File: src/rtl/pc_redirect_ctrl.sv
// pc_redirect_ctrl: merges stage stall requests and sequences PC redirects with flush strobes.
// Optional trap path enabled by defining PC_CTRL_TRAP_EN.
module pc_redirect_ctrl #(
  parameter logic [31:0] RESET_VEC = 32'h0000_0004
) (
  input  logic        clk,
  input  logic        rst,
  input  logic        stallreq_if,
  input  logic        stallreq_id,
  input  logic        stallreq_ex,
  input  logic        stallreq_mem,
  input  logic        ex_br,
  input  logic [31:0] ex_br_addr,
  input  logic        trap_req,
  input  logic [31:0] trap_addr,
  output logic [5:0]  stall,
  output logic        br,
  output logic [31:0] br_addr,
  output logic [5:0]  flush,
  output logic        busy
);
  typedef enum logic [1:0] {IDLE, REDIR, DRAIN} state_t;
  state_t state_q, state_d;
  logic br_q, br_d, trap_go, br_go;
  logic [31:0] br_addr_q, br_addr_d;
  logic [5:0] flush_q, flush_d;
`ifdef PC_CTRL_TRAP_EN
  assign trap_go = trap_req;
`else
  logic unused_trap;
  assign unused_trap = trap_req;
  assign trap_go = 1'b0;
`endif
  always_comb begin
    stall = stallreq_mem ? 6'b011111 : stallreq_ex ? 6'b001111 :
            stallreq_id  ? 6'b000111 : stallreq_if ? 6'b000011 : 6'b000000;
    // a branch seen outside IDLE is on the wrong path and is dropped
    br_go = ex_br & ~stall[3] & (state_q == IDLE);
    state_d = (trap_go | br_go) ? REDIR :
              (state_q == REDIR) ? DRAIN :
              (state_q == DRAIN && !stall[0]) ? IDLE : state_q;
    br_addr_d = trap_go ? trap_addr : br_go ? ex_br_addr : RESET_VEC;
    br_d = (state_d == REDIR);
    flush_d = (state_d == REDIR) ? 6'b000110 : (state_d == DRAIN) ? 6'b000010 : 6'b000000;
  end
  always_ff @(posedge clk or posedge rst) begin
    if (rst) begin
      state_q   <= IDLE;
      br_q      <= 1'b0;
      br_addr_q <= RESET_VEC;
      flush_q   <= 6'b000000;
    end else begin
      state_q   <= state_d;
      br_q      <= br_d;
      br_addr_q <= br_addr_d;
      flush_q   <= flush_d;
    end
  end
  assign br      = br_q;
  assign br_addr = br_addr_q;
  assign flush   = flush_q;
  assign busy    = (state_q != IDLE);
endmodule

File: config.mk
export PLATFORM = sky130hd
export DESIGN_NAME = pc_redirect_ctrl
export DESIGN_NICKNAME = d
export VERILOG_FILES = /design/src/rtl/pc_redirect_ctrl.sv
export SDC_FILE = /design/constraint.sdc
export NUM_CORES = 1
export LEC_CHECK = 0
export ABC_AREA = 1
export CAP_MARGIN = 20
export CORE_MARGIN = 5
export CORE_UTILIZATION = 32
export DETAILED_ROUTE_END_ITERATION = 8
export PLACE_DENSITY = 0.88
export REMOVE_ABC_BUFFERS = 1
export SETUP_SLACK_MARGIN = 0.02
export SYNTH_ARGS = -nofsm -noshare
export SYNTH_HDL_FRONTEND = slang
export SYNTH_SLANG_ARGS = --single-unit
File: constraint.sdc
create_clock -name clk -period 1.9 [get_ports clk]
set_clock_uncertainty 0.1 [all_clocks]
set_input_delay 0.38 -clock clk [delete_from_list [all_inputs] [get_ports clk]]
set_output_delay 0.38 -clock clk [all_outputs]
set_load 0.03 [all_outputs]
==> key figures, run 1 <==
Critical path
  – R2r startpoint: state_q[1]
  – CP top delay family: buffers and inverters
  – Worst setup path startpoint: state_q[1]
  – Required time of the critical path: 1.42 ns
  – Crit path depth: 3
  – Worst EP arrival: 1.31 ns
  – Reg2Reg Depth: 5
  – Setup crit end kind: output pin
  – Worst Path Max Fanout: 3
  – Cell breakdown of the critical path: nor2_2, inv_1, dlygate4sd2_1
  – Critical setup path kind: flip-flop to output pin
  – Crit start category: flip-flop
  – Worst path max stage delay: 0.39 ns
  – CP max stage cell: dfrtp_1
  – CP bufs+invs: 2

Die
  – Die W: 76.9 um
  – Die Footprint: 5920 um2
  – Die H: 76.9 um
  – Core region area: 4350 um2
  – Io pins: 118
  – Starting Density: 0.329
  – Placement Rows: 24

Drt
  – Initial DRC Count: 47
  – Via-per-instance ratio: 3.86
  – Final wirelength: 3020 um
  – Routed via count: 1028
  – Wirelength per Cell: 11.4 um
  – # DRC: 0
  – Post-route ant nets: 0
  – DRT Pass-1 Iters: 2

Min path
  – Worst hold-check path type: primary input to asynchronous set/reset pin

Timing
  – Setup TNS: 0 ns
  – Final setup vio count: 0
  – Max-slew violations: 0
  – Final hold vios: 0
  – RSZ-0062 raised after global routing: no
  – Final worst-path cycle share: 0.942
  – Hold WS: 0.347 ns
  – Peak Freq: 559 MHz
  – Crit path time final: 1.79 ns

Cells and area
  – Fin nets: 286
  – Finished Layout Cells: 266
  – Layout area overhead: 62.6%
  – N_diodes: 0
  – Layout cell share with drive strength beyond 1: 0.234
  – Fillcell total: 388

Placement
  – Final Wtd Congestion: 0.698
  – Placed cells: 257
  – DP HPWL: 2430 um
  – Port bufs: 79

Power and ir drop
  – Sw frac: 0.302
  – Sw Pwr: 0.570 mW
  – Share of power burned in registers: 0.449
  – Int Power: 1.32 mW
  – Combinational share of power: 0.260
  – Power Density: 811 nW/um2
  – Maximum VDD drop: 0.338 mV
  – Clock power share: 0.291
  – Pleak: 1.17 nW
  – Tot Pwr: 1.89 mW

Synth
  – Mean post-synth cell area: 11.0 um2
  – Mapped Cells: 130
  – Synth Cell Area: 1430 um2
  – Seq/Total Area, Yosys: 0.629
  – FF+latch count, synth: 36
  – Yosys warnings: 0
  – Post-synth cell types: 14

CTS
  – CTS tree: built
  – Reg clk slew, reported paths: 0.07 ns
  – Max clock buf depth: 2
  – Clk Latency, worst-skew pair: 0.28 ns
  – CTS Hold Bufs: 0
  – CTS buffer count: 5
  – H-Tree Depth: 2
  – Clk sinks: 36
  – Root buffer cell: clkbuf_8

Flow run
  – Number of max-cap violations: 0

Global routing
  – Number of global-route vias before repair: 1050
  – Layer with the highest usage: met2
  – Largest net degree at the start of global routing: 37
  – Initial antenna violation count: 0
  – Overall Global Routing Usage: 0.111
  – Met1 global-route usage: 0.120
  – First-pass GRT wire length: 5140 um
  – Met2 Use GR: 0.190
  – Met3 Usage GRT: 0.0433
  – Grt total ovfl: 0

Run status
  – Run status: finished, final reports clean
sequential cells by signal, indices dropped and copies added, names as in the netlist:
register	cells
br_addr	32
flush	2
state_q	2
layout make-up:
cell class / count / area, um2 / area share
Tap cell: 52 / 65.1 / 0.0279
Clock inverter: 2 / 10.0 / 0.00429
Inverter: 40 / 150 / 0.0644
Sequential cell: 36 / 902 / 0.387
Clock buffer: 6 / 82.6 / 0.0354
Timing Repair Buffer: 83 / 818 / 0.351
Multi-Input combinational cell: 47 / 303 / 0.130
power groups by stage:
stage	clock network (mW)	logic, mW	registers, mW
5_1_grt	0.618	0.529	0.853
3_5_place_dp	0	0.507	0.864
3_3_place_gp	0	0.496	0.861
2_1_floorplan	0	0.171	0.956
4_1_cts	0.580	0.499	0.849
6_report	0.550	0.491	0.849
cell families (layout without fill, tap and decap cells):
kind of cell	Yosys count	in the layout	share of synthesized area
buffers and inverters	51	131	0.170
AND/OR/NAND/NOR	41	41	0.189
flip-flops	36	36	0.629
adder cells (fa/ha/maj)	1	1	0.00872
other	1	5	0.00262
cells in the mapped netlist, drive strengths merged:
master | number | area share
conb | 1 | 0.0026
dfrtp | 35 | 0.61
inv | 40 | 0.10
buf | 11 | 0.065
ha | 1 | 0.0087
nand4 | 2 | 0.0087
dfstp | 1 | 0.018
nand2 | 4 | 0.010
nor2 | 33 | 0.15
nand3 | 2 | 0.016
placed cells by master (no fill, tap or decap):
cell	Yosys	layout
nor2_4	4	4
dfstp_2	1	1
nor2_2	27	27
dfrtp_1	35	35
clkbuf_8	0	6
clkinv_2	0	2
clkdlybuf4s50_1	0	72
dlygate4sd2_1	0	2
nand3_1	1	1
nor2_1	2	2
buf_4	8	8
ha_1	1	1
nand3_4	1	1
buf_12	0	1
nand4_1	2	2
inv_1	40	40
conb_1	1	5
nand2_1	4	4
metrics by stage:
stage | util | area (um2) | setup slack [ns]
after detailed placement | 0.513 | 2230 | 0.0377
after floorplan | - | 1360 | 0.328
final | 0.535 | 2330 | 0.111
after CTS | 0.534 | 2320 | 0.0373
after global routing | 0.535 | 2330 | 0.0384
after global placement | 0.513 | 2230 | 0.0668
per-layer routing:
layer / wire length, um / up-vias
met5: 0 / -
met4: 31 / 0
met3: 287 / 6
met2: 1570 / 54
met1: 1130 / 461
li1: - / 507
final timing paths:
check	slack (ns)	end
max	0.11	busy
min	0.35	br_addr[9]
max reg2reg	0.68	flush[1]
min reg2reg	0.43	state_q[0]
max in group asynchronous	1.11	br_addr[2]
min in group clk	0.43	state_q[0]
worst min-delay path, cell delays in order:
cell and delay (ns):
clkdlybuf4s50_1 0.39, inv_1 0.09, buf_12 0.22
timing repair:
action	in CTS	in global routing
pin swaps	0	1
setup buffers	0	1
cloned	0	0
endpoints found under the setup margin	2	2
resized for setup	2	0
No activity file was read; power rests on OpenSTA's default activity.
==> inputs of run 2 (changes only) <==
CORE_MARGIN = 2   (was 5)
==> run 2 against run 1 <==
Compared with the run above:
- count of clock-buffer cells in the layout down 1
- largest cell class unchanged
- critical path depth is 2 lower
- sequential share of layout area fell by 1.3 points
- global-route usage up 0.94 points
- utilization rose by 2.2 points
==> key figures, run 2 (synthesized netlist as in run 1, its figures left out) <==
CTS
  – CTS Hold Bufs: 0 (unchanged)
  – Reg clk slew, reported paths: 0.07 ns (about the same)
  – Clk Latency, worst-skew pair: 0.27 ns (was 0.28 ns)
  – H-Tree Depth: 2 (unchanged)
  – CTS buffer count: 5 (unchanged)
  – CTS tree: built (unchanged)
  – Max clock buf depth: 2 (unchanged)
  – Clk sinks: 36 (unchanged)
  – Root buffer cell: clkbuf_8 (unchanged)

Power and ir drop
  – Clock power share: 0.404 (was 0.291)
  – Combinational share of power: 0.223 (was 0.260)
  – Sw Pwr: 0.573 mW (was 0.570 mW)
  – Sw frac: 0.252 (was 0.302)
  – Maximum VDD drop: 0.344 mV (was 0.338 mV)
  – Power Density: 944 nW/um2 (was 811 nW/um2)
  – Tot Pwr: 2.28 mW (was 1.89 mW)
  – Int Power: 1.70 mW (was 1.32 mW)
  – Share of power burned in registers: 0.372 (was 0.449)
  – Pleak: 1.20 nW (was 1.17 nW)

Critical path
  – CP bufs+invs: 1 (was 2)
  – Setup crit end kind: output pin (unchanged)
  – CP top delay family: buffers and inverters (unchanged)
  – Reg2reg end: flush[1] (unchanged)
  – R2r startpoint: state_q[1] (unchanged)
  – Required time of the critical path: 1.42 ns (about the same)
  – Reg2Reg Depth: 6 (was 5)
  – Worst path max stage delay: 0.69 ns (was 0.39 ns)
  – Crit start category: flip-flop (unchanged)
  – Worst Path Max Fanout: 1 (was 3)
  – Cell breakdown of the critical path: clkdlybuf4s50_1 (was nor2_2, inv_1, dlygate4sd2_1)
  – Worst EP arrival: 1.29 ns (was 1.31 ns)
  – CP max stage cell: clkdlybuf4s50_1 (was dfrtp_1)
  – R2R Setup Slk: 0.67 ns (was 0.68 ns)
  – Critical setup path kind: flip-flop to output pin (unchanged)

Placement
  – Final Wtd Congestion: 0.667 (was 0.698)
  – Placed cells: 257 (unchanged)
  – DP HPWL: 2120 um (was 2430 um)
  – Post-DP Area: 2250 um2 (was 2230 um2)
  – Port bufs: 79 (unchanged)

Cells and area
  – Commonest non-fill, non-tap cell in the layout: clkdlybuf4s50_1 (unchanged)
  – N_diodes: 0 (unchanged)
  – Layout area overhead: 68.1% (was 62.6%)
  – Fin nets: 286 (unchanged)
  – Max FFs per register: 32 (unchanged)
  – Layout cell share with drive strength beyond 1: 0.234 (unchanged)
  – Finished Layout Cells: 266 (unchanged)
  – Design Area, Final: 2410 um2 (was 2330 um2)
  – Commonest non-fill, non-tap cells in the layout: clkdlybuf4s50_1 (72), inv_1 (40), dfrtp_1 (35) (unchanged)

Drt
  – Max Used Layer: met4 (unchanged)
  – # DRC: 0 (unchanged)
  – Met2 WL post-DR: 1490 um (was 1570 um)
  – Met3 WL: 250 um (was 287 um)
  – Routed via count: 1024 (was 1028)
  – Via-per-instance ratio: 3.85 (was 3.86)
  – Wirelength per Cell: 10.4 um (was 11.4 um)
  – DRT Pass-1 Iters: 2 (unchanged)
  – WL met1: 995 um (was 1130 um)
  – Post-route ant nets: 0 (unchanged)
  – Final wirelength: 2770 um (was 3020 um)
  – Initial DRC Count: 38 (was 47)

Die
  – Io pins: 118 (unchanged)
  – Die H: 70.9 um (was 76.9 um)
  – Starting Density: 0.332 (was 0.329)
  – Placement Rows: 24 (unchanged)
  – Core region area: 4320 um2 (was 4350 um2)
  – Die W: 70.9 um (was 76.9 um)
  – Die Footprint: 5030 um2 (was 5920 um2)

Timing
  – Final worst-path cycle share: 0.931 (was 0.942)
  – Final hold vios: 0 (unchanged)
  – Crit path time final: 1.77 ns (was 1.79 ns)
  – Final setup vio count: 0 (unchanged)
  – Setup TNS: 0 ns (unchanged)
  – Max-slew violations: 0 (unchanged)
  – Peak Freq: 565 MHz (was 559 MHz)
  – RSZ-0062 raised after global routing: no (unchanged)

Global routing
  – Number of global-route vias before repair: 1065 (was 1050)
  – Initial antenna violation count: 0 (unchanged)
  – Largest net degree at the start of global routing: 37 (unchanged)
  – Grt total ovfl: 0 (unchanged)
  – Overall Global Routing Usage: 0.121 (was 0.111)
  – First-pass GRT wire length: 4700 um (was 5140 um)

Run status
  – Run status: finished, final reports clean (unchanged)

Flow run
  – Number of max-cap violations: 0 (unchanged)

Min path
  – Worst hold-check path type: primary input to asynchronous set/reset pin (unchanged)
[run 2: cell types whose count changed in the layout (fill, tap and decap cells not counted)]
cell       change
buf_12         +1
buf_4          -1
bufinv_16      +3
clkbuf_8       -1
clkinv_2       -2
[run 2: cell type report]
cell class | count | area, um2
sequential | 36 | 902
timing repair buffer | 83 | 831
multi-input combinational | 47 | 303
clock inverter | 3 | 90.1
clock buffer | 5 | 68.8
inverter | 40 | 150
fill | 374 | 1910
tap | 52 | 65.1
[run 2: routing by layer]
layer  track usage  vias up
li1              -      509
met1         0.121      462
met2         0.221       51
met3        0.0470        2
met4        0.0503        0
met5             0        -
[run 2: power groups by stage]
stage	logic (mW)	registers (mW)	clock network, mW
6_report	0.508	0.847	0.921
5_1_grt	0.547	0.854	0.975
4_1_cts	0.515	0.849	0.949
3_5_place_dp	0.522	0.864	0
3_3_place_gp	0.513	0.862	0
2_1_floorplan	0.171	0.956	0
[run 2: worst max-delay path by stage]
stage,startpoint,depth (start not counted),end
2_1_floorplan,state_q[1],5,flush[1]
3_3_place_gp,stallreq_mem,4,stall[0]
3_5_place_dp,stallreq_mem,4,stall[1]
4_1_cts,stallreq_mem,4,stall[1]
5_1_grt,stallreq_mem,4,stall[1]
6_report,br_addr[18],1,br_addr[18]
[run 2: tightest hold or removal path, stage by stage]
cell,delay (ns)
clkdlybuf4s50_1,0.39
inv_1,0.09
buf_12,0.22
[run 2: what timing repair did]
item	4_1_cts	5_1_grt
pin swaps	0	1
endpoints found under the setup margin	2	2
gates resized for setup	2	0
buffers inserted	0	1
[run 2: stage by stage]
stage | worst slack, ns | utilization | hold WS, ns
after floorplan | 0.328 | - | 0.373
final | 0.131 | 0.557 | 0.344
after global placement | 0.0719 | 0.519 | 0.405
after global routing | 0.0644 | 0.557 | 0.350
after CTS | 0.0344 | 0.556 | 0.344
after detailed placement | 0.0360 | 0.519 | 0.429
==> inputs of run 3 (changes only) <==
MAX_ROUTING_LAYER = met4   (was default)
==> run 3 against run 2 <==
Compared with the run above:
- maximum frequency unchanged
- sequential share of layout area stayed put
- worst setup slack stayed put
- routed wire length stayed put
- non-clock buffer count is the same
- highest routed layer unchanged
==> key figures, run 3 (synthesized netlist as in run 1, its figures left out) <==
Flow run
  – Number of max-cap violations: 0 (unchanged)

Global routing
  – Met2 Use GR: 0.221 (unchanged)
  – Met3 Usage GRT: 0.0427 (was 0.0470)
  – Met1 global-route usage: 0.124 (was 0.121)
  – Largest net degree at the start of global routing: 37 (unchanged)
  – Layer with the highest usage: met2 (unchanged)
  – Initial antenna violation count: 0 (unchanged)
  – Number of global-route vias before repair: 1065 (unchanged)
  – Grt total ovfl: 0 (unchanged)
  – Overall Global Routing Usage: 0.124 (was 0.121)
  – First-pass GRT wire length: 4700 um (unchanged)

Cells and area
  – Commonest non-fill, non-tap cell in the layout: clkdlybuf4s50_1 (unchanged)
  – Multi-input logic area: 303 um2 (unchanged)
  – Layout cell share with drive strength beyond 1: 0.234 (unchanged)
  – Fin nets: 286 (unchanged)
  – Commonest non-fill, non-tap cells in the layout: clkdlybuf4s50_1 (72), inv_1 (40), dfrtp_1 (35) (unchanged)
  – Layout area overhead: 68.1% (unchanged)
  – Max FFs per register: 32 (unchanged)
  – Fillcell total: 374 (unchanged)
  – Final Util: 0.557 (unchanged)
  – Register area: 902 um2 (unchanged)
  – N_diodes: 0 (unchanged)

Die
  – Starting Density: 0.332 (unchanged)
  – Die H: 70.9 um (unchanged)
  – Placement Rows: 24 (unchanged)
  – Die W: 70.9 um (unchanged)
  – Die Footprint: 5030 um2 (unchanged)
  – Core region area: 4320 um2 (unchanged)
  – Io pins: 118 (unchanged)

Timing
  – Setup TNS: 0 ns (unchanged)
  – Peak Freq: 565 MHz (unchanged)
  – Final worst-path cycle share: 0.931 (unchanged)
  – Setup WS post-layout: 0.131 ns (unchanged)
  – Final setup vio count: 0 (unchanged)
  – RSZ-0062 raised after global routing: no (unchanged)
  – Max-slew violations: 0 (unchanged)
  – Final hold vios: 0 (unchanged)
  – Crit path time final: 1.77 ns (unchanged)

Critical path
  – Critical setup path kind: flip-flop to output pin (unchanged)
  – Required time of the critical path: 1.42 ns (about the same)
  – Cell breakdown of the critical path: clkdlybuf4s50_1 (unchanged)
  – CP top delay family: buffers and inverters (unchanged)
  – Reg2reg end: flush[1] (unchanged)
  – Worst Path Max Fanout: 1 (unchanged)
  – Crit start category: flip-flop (unchanged)
  – Setup crit end kind: output pin (unchanged)
  – Reg2Reg Depth: 6 (unchanged)
  – R2R Setup Slk: 0.67 ns (about the same)
  – CP max stage cell: clkdlybuf4s50_1 (unchanged)
  – R2r startpoint: state_q[1] (unchanged)
  – Worst path max stage delay: 0.69 ns (about the same)
  – Worst EP arrival: 1.29 ns (about the same)
  – CP bufs+invs: 1 (unchanged)

CTS
  – Root buffer cell: clkbuf_8 (unchanged)
  – CTS tree: built (unchanged)
  – H-Tree Depth: 2 (unchanged)
  – Clk Latency, worst-skew pair: 0.27 ns (about the same)
  – Clk sinks: 36 (unchanged)
  – Reg clk slew, reported paths: 0.07 ns (about the same)
  – Max clock buf depth: 2 (unchanged)
  – CTS buffer count: 5 (unchanged)

Min path
  – Worst hold-check path type: primary input to asynchronous set/reset pin (unchanged)

Power and ir drop
  – Power Density: 945 nW/um2 (was 944 nW/um2)
  – Maximum VDD drop: 0.344 mV (unchanged)
  – Int Power: 1.70 mW (unchanged)
  – Share of power burned in registers: 0.372 (about the same)
  – Tot Pwr: 2.28 mW (about the same)
  – Clock power share: 0.404 (about the same)
  – Sw Pwr: 0.573 mW (about the same)
  – Sw frac: 0.252 (about the same)
  – Pleak: 1.20 nW (unchanged)
  – Combinational share of power: 0.223 (about the same)

Placement
  – DP HPWL: 2120 um (unchanged)
  – Setup WS pre-CTS: 0.0360 ns (unchanged)
  – Port bufs: 79 (unchanged)
  – Final Wtd Congestion: 0.674 (was 0.667)

Drt
  – Post-route ant nets: 0 (unchanged)
  – Initial DRC Count: 38 (unchanged)
  – DRT Pass-1 Iters: 2 (unchanged)
  – Routed via count: 1024 (unchanged)
  – Via-per-instance ratio: 3.85 (unchanged)
  – Wirelength per Cell: 10.4 um (unchanged)
  – Final wirelength: 2770 um (unchanged)
  – # DRC: 0 (unchanged)

Run status
  – Run status: finished, final reports clean (unchanged)
## run 3: how the worst max path moves through the flow
stage,start,cells after the start,end
after floorplan,state_q[1],5,flush[1]
after global placement,stallreq_mem,4,stall[0]
after detailed placement,stallreq_mem,4,stall[1]
after CTS,stallreq_mem,4,stall[1]
after global routing,stallreq_mem,4,stall[1]
final,br_addr[18],1,br_addr[18]
## run 3: layout make-up
| class | instances | area share |
|---|---|---|
| sequential | 36 | 0.374 |
| timing repair buffer | 83 | 0.345 |
| multi-input combinational | 47 | 0.126 |
| inverter | 40 | 0.0623 |
| clock inverter | 3 | 0.0374 |
| clock buffer | 5 | 0.0286 |
| tap | 52 | 0.0270 |
## run 3: power groups by stage
| stage | registers, mW | logic, mW | clock network [mW] |
|---|---|---|---|
| 6_report | 0.847 | 0.508 | 0.921 |
| 5_1_grt | 0.854 | 0.547 | 0.975 |
| 4_1_cts | 0.849 | 0.515 | 0.949 |
| 3_5_place_dp | 0.864 | 0.522 | 0 |
| 3_3_place_gp | 0.862 | 0.513 | 0 |
| 2_1_floorplan | 0.956 | 0.171 | 0 |
## run 3: worst register-to-register path, cell delays in order, from the launching register on
cell and delay, ns:
dfrtp_1 0.39, nor2_2 0.12, buf_4 0.13, nand3_4 0.08, nand2_1 0.09, ha_1 0.23
inv_1 0.05
## run 3: metal layers
metal | vias to the layer above | wire [um] | share of wire
met5 | - | 0 | 0
met4 | 0 | 34 | 0.012
met1 | 462 | 1020 | 0.37
li1 | 509 | - | -
met2 | 51 | 1490 | 0.54
met3 | 2 | 230 | 0.083
## run 3: metrics by stage
| step | area (um2) | hold slack (ns) | cells |
|---|---|---|---|
| 3_5_place_dp | 2250 | 0.429 | 257 |
| 5_1_grt | 2410 | 0.350 | 266 |
| 4_1_cts | 2400 | 0.344 | 265 |
| 3_3_place_gp | 2250 | 0.405 | 257 |
| 6_report | 2410 | 0.344 | 266 |
| 2_1_floorplan | 1360 | 0.373 | 123 |
## run 3: repair_timing
| action | 4_1_cts | 5_1_grt |
|---|---|---|
| endpoints found under the setup margin | 2 | 2 |
| setup buffers | 0 | 1 |
| pin swaps | 0 | 1 |
| gates cloned | 0 | 0 |
| gates resized for setup | 2 | 0 |
| hold buffers | 0 | 0 |
